File: src/rtl/rfa_arb_pkg.sv
// Shared definitions for the RFA write-port arbiter: FSM encoding and the
// select-bit layout helpers, which depend on the number of ALU queues.
package rfa_arb_pkg;

    typedef enum logic [1:0] {
        NORMAL    = 2'd0,
        FORCE_ALU = 2'd1,
        FORCE_LSU = 2'd2
    } arb_state_e;

    // LSU select bit sits directly above the queue bits.
    function automatic int sel_lsu_ofs(input int num_queues);
        return num_queues;
    endfunction

    // SALU select bit sits directly above the LSU bit.
    function automatic int sel_salu_ofs(input int num_queues);
        return num_queues + 1;
    endfunction

    // Width of a starvation counter that must hold 0..limit.
    function automatic int cnt_w(input int limit);
        return $clog2(limit + 1);
    endfunction

endpackage

File: src/rtl/rfa_wr_arbiter_if.sv
// Request/grant bundle between the write-back requesters and the arbiter.
// The master side drives requests; the slave side (arbiter) drives grants.
interface rfa_wr_if #(
    parameter int NUM_QUEUES = 8,
    parameter int SEL_W      = 16
);
    logic [NUM_QUEUES-1:0] queue_valid;
    logic                  lsu_dest_wr_req;
    logic                  salu_req;
    logic [NUM_QUEUES-1:0] queue_serviced;
    logic                  lsu_wait;
    logic                  salu_wait;
    logic [SEL_W-1:0]      execvgprsgpr_select_fu;
    logic                  force_active;

    modport master (
        output queue_valid, lsu_dest_wr_req, salu_req,
        input  queue_serviced, lsu_wait, salu_wait,
               execvgprsgpr_select_fu, force_active
    );

    modport slave (
        input  queue_valid, lsu_dest_wr_req, salu_req,
        output queue_serviced, lsu_wait, salu_wait,
               execvgprsgpr_select_fu, force_active
    );
endinterface

File: src/rtl/rfa_wr_arbiter_rr_pick.sv
// Round-robin kernel: rotate the request vector so rr_ptr lands on bit 0
// (modulo N, N need not be a power of two), take the lowest set bit, then
// map the winner back to its real queue index.
module rfa_rr_pick #(
    parameter  int N  = 8,
    localparam int IW = $clog2(N)
) (
    input  logic [N-1:0]  valid,
    input  logic [IW-1:0] ptr,
    output logic [N-1:0]  grant,
    output logic [IW-1:0] idx,
    output logic          any_valid
);
    logic [N-1:0] rot;
    logic         found;
    int           src;
    int           off;
    int           win;

    // Rotate, priority-encode and un-rotate in one combinational pass.
    always_comb begin
        // NOTE: every variable gets a default before any branch so no latch is inferred.
        rot       = '0;
        grant     = '0;
        idx       = '0;
        found     = 1'b0;
        src       = 0;
        off       = 0;
        win       = 0;
        any_valid = |valid;
        for (int i = 0; i < N; i++) begin
            src = i + int'(ptr);
            if (src >= N) src = src - N;
            rot[i] = valid[src];
        end
        for (int i = 0; i < N; i++) begin
            if (rot[i] && !found) begin
                found = 1'b1;
                off   = i;
            end
        end
        win = off + int'(ptr);
        if (win >= N) win = win - N;
        if (found) begin
            grant[win] = 1'b1;
            idx        = IW'(win);
        end
    end
endmodule

File: src/rtl/rfa_wr_arbiter.sv
// Write-port arbiter for the VGPR/SGPR write-back path. One writer per cycle
// among the ALU result queues (round-robin), the LSU and the SALU. Fixed
// priority SALU > LSU > queues, overridden for one cycle when a starvation
// counter saturates.
module rfa_wr_arbiter
    import rfa_arb_pkg::*;
#(
    parameter int NUM_QUEUES       = 8,
    parameter int SEL_W            = 16,
    parameter int ALU_STARVE_LIMIT = 15,
    parameter int LSU_STARVE_LIMIT = 15
) (
    input logic     clk,
    input logic     rst,
    rfa_wr_if.slave bus
);
    localparam int SEL_LSU_OFS  = sel_lsu_ofs(NUM_QUEUES);
    localparam int SEL_SALU_OFS = sel_salu_ofs(NUM_QUEUES);
    localparam int IW           = $clog2(NUM_QUEUES);
    localparam int ACW          = cnt_w(ALU_STARVE_LIMIT);
    localparam int LCW          = cnt_w(LSU_STARVE_LIMIT);

    arb_state_e            state_q, state_d;
    logic [IW-1:0]         rr_ptr_q, rr_ptr_d;
    logic [ACW-1:0]        alu_cnt_q, alu_cnt_d;
    logic [LCW-1:0]        lsu_cnt_q, lsu_cnt_d;

    logic [NUM_QUEUES-1:0] pick_grant;
    logic [IW-1:0]         pick_idx;
    logic                  pick_any;

    logic [NUM_QUEUES-1:0] gnt_queue;
    logic                  gnt_lsu;
    logic                  gnt_salu;
    logic [SEL_W-1:0]      sel;

    rfa_rr_pick #(.N(NUM_QUEUES)) u_rr_pick (
        .valid     (bus.queue_valid),
        .ptr       (rr_ptr_q),
        .grant     (pick_grant),
        .idx       (pick_idx),
        .any_valid (pick_any)
    );

    // Select the single winner for this cycle; a force only applies if the
    // forced class is actually requesting, otherwise normal priority runs.
    always_comb begin
        gnt_queue = '0;
        gnt_lsu   = 1'b0;
        gnt_salu  = 1'b0;
        if (state_q == FORCE_ALU && pick_any) begin
            gnt_queue = pick_grant;
        end else if (state_q == FORCE_LSU && bus.lsu_dest_wr_req) begin
            gnt_lsu = 1'b1;
        end else if (bus.salu_req) begin
            gnt_salu = 1'b1;
        end else if (bus.lsu_dest_wr_req) begin
            gnt_lsu = 1'b1;
        end else begin
            gnt_queue = pick_grant;
        end
    end

    // Next pointer, starvation counters and force state.
    always_comb begin
        rr_ptr_d  = rr_ptr_q;
        alu_cnt_d = alu_cnt_q;
        lsu_cnt_d = lsu_cnt_q;
        state_d   = NORMAL;

        if (|gnt_queue) begin
            rr_ptr_d = (int'(pick_idx) + 1 == NUM_QUEUES) ? '0 : pick_idx + 1'b1;
        end

        if ((|gnt_queue) || !pick_any) begin
            alu_cnt_d = '0;
        end else if (alu_cnt_q != ACW'(ALU_STARVE_LIMIT)) begin
            alu_cnt_d = alu_cnt_q + 1'b1;
        end

        if (gnt_lsu || !bus.lsu_dest_wr_req) begin
            lsu_cnt_d = '0;
        end else if (lsu_cnt_q != LCW'(LSU_STARVE_LIMIT)) begin
            lsu_cnt_d = lsu_cnt_q + 1'b1;
        end

        // A force lasts one cycle; ALU wins a tie, LSU stays saturated and
        // is forced at the next NORMAL cycle.
        if (state_q == NORMAL) begin
            if (alu_cnt_d == ACW'(ALU_STARVE_LIMIT)) begin
                state_d = FORCE_ALU;
            end else if (lsu_cnt_d == LCW'(LSU_STARVE_LIMIT)) begin
                state_d = FORCE_LSU;
            end
        end
    end

    // State registers.
    always_ff @(posedge clk or negedge rst) begin
        if (!rst) begin
            state_q   <= NORMAL;
            rr_ptr_q  <= '0;
            alu_cnt_q <= '0;
            lsu_cnt_q <= '0;
        end else begin
            // NOTE: non-blocking assignments keep every flop sampling pre-edge values.
            state_q   <= state_d;
            rr_ptr_q  <= rr_ptr_d;
            alu_cnt_q <= alu_cnt_d;
            lsu_cnt_q <= lsu_cnt_d;
        end
    end

    // One-hot select and status outputs, forced low while reset is held.
    always_comb begin
        sel                        = '0;
        sel[NUM_QUEUES-1:0]        = gnt_queue;
        sel[SEL_LSU_OFS]           = gnt_lsu;
        sel[SEL_SALU_OFS]          = gnt_salu;
        bus.execvgprsgpr_select_fu = rst ? sel : '0;
        bus.queue_serviced         = rst ? gnt_queue : '0;
        bus.lsu_wait               = rst & bus.lsu_dest_wr_req & ~gnt_lsu;
        bus.salu_wait              = rst & bus.salu_req & ~gnt_salu;
        bus.force_active           = rst & (state_q != NORMAL);
    end
endmodule
File: src/flat_wrapper.sv
// flat-port wrapper written by rule: the top's interface ports become plain ports
module rfa_wr_arbiter_flat import rfa_arb_pkg::*;
#(
    parameter int NUM_QUEUES       = 8,
    parameter int SEL_W            = 16,
    parameter int ALU_STARVE_LIMIT = 15,
    parameter int LSU_STARVE_LIMIT = 15
)
  (clk, rst, bus_queue_valid, bus_lsu_dest_wr_req, bus_salu_req, bus_queue_serviced, bus_lsu_wait, bus_salu_wait, bus_execvgprsgpr_select_fu, bus_force_active);
  rfa_wr_if #(.NUM_QUEUES(NUM_QUEUES), .SEL_W(SEL_W)) bus_i ();
  input logic clk;
  input logic rst;
  input wire logic [$bits(bus_i.queue_valid)-1:0] bus_queue_valid;
  input wire logic [$bits(bus_i.lsu_dest_wr_req)-1:0] bus_lsu_dest_wr_req;
  input wire logic [$bits(bus_i.salu_req)-1:0] bus_salu_req;
  output wire logic [$bits(bus_i.queue_serviced)-1:0] bus_queue_serviced;
  output wire logic [$bits(bus_i.lsu_wait)-1:0] bus_lsu_wait;
  output wire logic [$bits(bus_i.salu_wait)-1:0] bus_salu_wait;
  output wire logic [$bits(bus_i.execvgprsgpr_select_fu)-1:0] bus_execvgprsgpr_select_fu;
  output wire logic [$bits(bus_i.force_active)-1:0] bus_force_active;
  assign bus_i.queue_valid = bus_queue_valid;
  assign bus_i.lsu_dest_wr_req = bus_lsu_dest_wr_req;
  assign bus_i.salu_req = bus_salu_req;
  assign bus_queue_serviced = bus_i.queue_serviced;
  assign bus_lsu_wait = bus_i.lsu_wait;
  assign bus_salu_wait = bus_i.salu_wait;
  assign bus_execvgprsgpr_select_fu = bus_i.execvgprsgpr_select_fu;
  assign bus_force_active = bus_i.force_active;
  rfa_wr_arbiter #(.NUM_QUEUES(NUM_QUEUES), .SEL_W(SEL_W), .ALU_STARVE_LIMIT(ALU_STARVE_LIMIT), .LSU_STARVE_LIMIT(LSU_STARVE_LIMIT)) u_core (.clk(clk), .rst(rst), .bus(bus_i));
endmodule
File: config.mk
export PLATFORM = sky130hd
export DESIGN_NAME = rfa_wr_arbiter_flat
export DESIGN_NICKNAME = d
export VERILOG_FILES = /design/src/rtl/rfa_arb_pkg.sv /design/src/rtl/rfa_wr_arbiter_if.sv /design/src/rtl/rfa_wr_arbiter_rr_pick.sv /design/src/rtl/rfa_wr_arbiter.sv /design/src/flat_wrapper.sv
export SDC_FILE = /design/constraint.sdc
export NUM_CORES = 1
export LEC_CHECK = 0
export CORE_ASPECT_RATIO = 0.75
export CORE_MARGIN = 3
export CORE_UTILIZATION = 45
export DETAILED_ROUTE_END_ITERATION = 10
export GPL_TIMING_DRIVEN = 0
export PLACE_DENSITY = 0.72
export SLEW_MARGIN = 15
export SYNTH_ARGS = -nofsm -noshare
export SYNTH_HDL_FRONTEND = slang
export SYNTH_SLANG_ARGS = --single-unit
File: constraint.sdc
create_clock -name clk -period 13.1 [get_ports clk]
set_input_delay 2.62 -clock clk [delete_from_list [all_inputs] [get_ports clk]]
set_output_delay 2.62 -clock clk [all_outputs]
set_load 0.005 [all_outputs]
==> reports/results.ini <==
[run_status]
status=completed

[routing]
ant_nets=0
wl_mm=4.17
num_vias=1711
wl_per_cell_um=13.6
first_pass_iters=4
vias_per_cell=5.59
drt_iter0_markers=163
drc=0

[timing]
setup_viol=0
clock.fmax_mhz=101
worstMarginPinSlew_ns=0.581
rsz0062_at_grt=false
fin_crit_ns=9.90
maxSlewViolCount=0
fin_tns_setup_ns=0
worst_slack_ns=3.20
fin_crit_sh_pct=75.5
finClkSkew_ns=0.00224
final_hold_viol_count=0
relSlewSlack_pct=61.2

[power]
clkPwrFrac_pct=5.6
ir_drop_mv=0.130
power_uw=611
leakage_nw=0.952
p_int_uw=309
pwr-share-seq_pct=10.0
power.density_nw_per_um2=269
combPwrFrac_pct=84.4
power_switching_uw=301
sw_frac_of_total_pct=49.4

[yosys]
synth.distinct_cells=56
syn_area_um2=1820
synth-seq-area-share_pct=17.9
postSynth.asyncResetShare_pct=100
ys_ff_latch=13
avgSynthCellArea_um2=8.55
synth_ff_type=dfrtp_1
yosysWarnings=0
synth_edf_count=0
syn_inst=213

[cells_and_area]
final_common_cell=clkdlybuf4s50_1
final_nets=274
final_cell_mix=clkdlybuf4s50_1 (32), nor2_1 (18), nand2_1 (17)
fill_cells=344
area_growth_pct=24.7
antenna_cells=0
layout-drive-gt1-share_pct=16.5

[die]
die_x_um=79.4
dieArea_um2=4850
die_y_um=61.1
coreArea_um2=3780
rows=19
io_pins=39
start_util_pct=48.2

[clock_tree]
htreeDepth=1
cts-root-buf=clkbuf_8
ctsResizeCount=0
ctsHoldBuffers=0
insertion_delay_ns=0.24
post_cts_buffers=0
cts_tree=built
cts_made_buffers=3
cts_sinks=13
clk_pin_slew_ns=0.05
clock_path_buffers=2

[global_route]
grt_usage_pct=18.1
grt_pass1_wl_mm=6.94
grt_max_degree=15
grt_pass1_vias=1428
antenna_found_initial=0
gr-total-overflow=0

[placement]
portBuffers=32
gp_congestion=0.895
pre_cts_ws_ns=3.25
hpwl_mm=3.40

[run]
cap_violations=0

[min_path]
hold_class=register to register

[critical_path]
start_kind=input port
reg2reg_slack_ns=8.10
worstSetupPathType=input port to output pin
cp_max_fo=8
crit_path_end_kind=output pin
arrival_ns=7.28
worstPathRequired_ns=10.48

-- power groups by stage --
stage	combinational, mW	sequential (mW)	clock [mW]
after global routing	0.576	0.0629	0.0378
final	0.515	0.0614	0.0341
after CTS	0.513	0.0613	0.0353
after global placement	0.499	0.0615	0
after floorplan	0.407	0.0592	0
after detailed placement	0.511	0.0618	0
-- path summary, 6_finish.rpt --
kind / startpoint / end / depth (start not counted)
worst max-delay path: bus_queue_valid[3] / bus_queue_serviced[3] / 18
worst min-delay path: u_core.lsu_cnt_q[3]$_DFF_PN0_ / u_core.state_q[1]$_DFF_PN0_ / 2
worst max register to register: u_core.rr_ptr_q[0]$_DFFE_PN0P_ / u_core.rr_ptr_q[2]$_DFFE_PN0P_ / 20
worst min register to register: u_core.lsu_cnt_q[3]$_DFF_PN0_ / u_core.state_q[1]$_DFF_PN0_ / 2
max in group asynchronous: rst / u_core.lsu_cnt_q[2]$_DFF_PN0_ / 1
min in group asynchronous: rst / u_core.rr_ptr_q[1]$_DFFE_PN0P_ / 1
-- layout make-up --
cell class	count	area (um2)	area share (%)
clock buffer	4	45.0	1.98
tap	52	65.1	2.87
sequential	13	325	14.3
multi-input combinational	174	1330	58.6
inverter	8	30.0	1.32
timing repair buffer	32	320	14.1
buffer	23	154	6.78
-- state kept, by name (all words and copies together) (netlist names) --
| name | count |
|---|---|
| u_core.alu_cnt_q | 4 |
| u_core.lsu_cnt_q | 4 |
| u_core.rr_ptr_q | 3 |
| u_core.state_q | 2 |
-- layer usage --
metal | vias up | share of wire (%) | GRT usage [%]
met5 | - | 0 | 0
met1 | 805 | 52 | 29.5
met2 | 45 | 42 | 25.7
met4 | 0 | 0.65 | 3.68
met3 | 5 | 5.4 | 1.61
li1 | 856 | - | -
-- kinds of logic after synthesis --
family | count (synthesis) | synth area share [%]
xor gates and xnor gates | 12 | 5.77
other | 1 | 0.206
adders and majority gates | 7 | 5.22
muxes | 27 | 19.9
buffers and inverters | 31 | 10.1
AOI/OAI and AO/OA | 34 | 14.1
DFF | 13 | 17.9
and+or+nand+nor | 88 | 26.9
-- critical path, stage by stage --
cell and delay [ns]:
clkdlybuf4s50_1 0.51, mux2_2 0.32, mux4_2 0.52, or2_1 0.29, mux2i_1 0.23, nand3_1 0.16, o211ai_1 0.17, and2_1 0.14
ha_1 0.17, fa_1 0.30, inv_1 0.11, nand2_1 0.12, o2bb2ai_1 0.07, a2111o_1 0.42, nor3_4 0.23, nor4b_4 0.26
buf_4 0.14, clkdlybuf4s50_1 0.49
-- synth_stat cells (all sizes together) (4+ instances only) --
cell / n / area (um2)
buf: 20 / 143
nor2: 20 / 85.1
nand2: 18 / 70.1
mux2i: 14 / 140
dfrtp: 13 / 325
nand3: 13 / 65.1
nor3: 10 / 61.3
inv: 7 / 26.3
mux2: 7 / 86.3
xnor2: 7 / 61.3
ha: 6 / 75.1
mux4: 6 / 135
o21ai: 6 / 30.0
and2: 5 / 31.3
o221ai: 5 / 43.8
xor2: 5 / 43.8
a31oi: 4 / 25.0
and3: 4 / 26.3
nand2b: 4 / 25.0
nor3b: 4 / 35.0
-- metrics by stage --
stage / hold WS, ns / cells / util, % / cell area [um2]
finish: 0.583 / 306 / 60.0 / 2270
global route: 0.613 / 306 / 60.0 / 2270
CTS: 0.586 / 306 / 60.0 / 2270
detailed placement: 0.578 / 302 / 58.9 / 2220
global placement: 0.578 / 302 / 58.9 / 2220
floorplan: 0.547 / 218 / - / 1840
(Power assumes the default switching activity.)
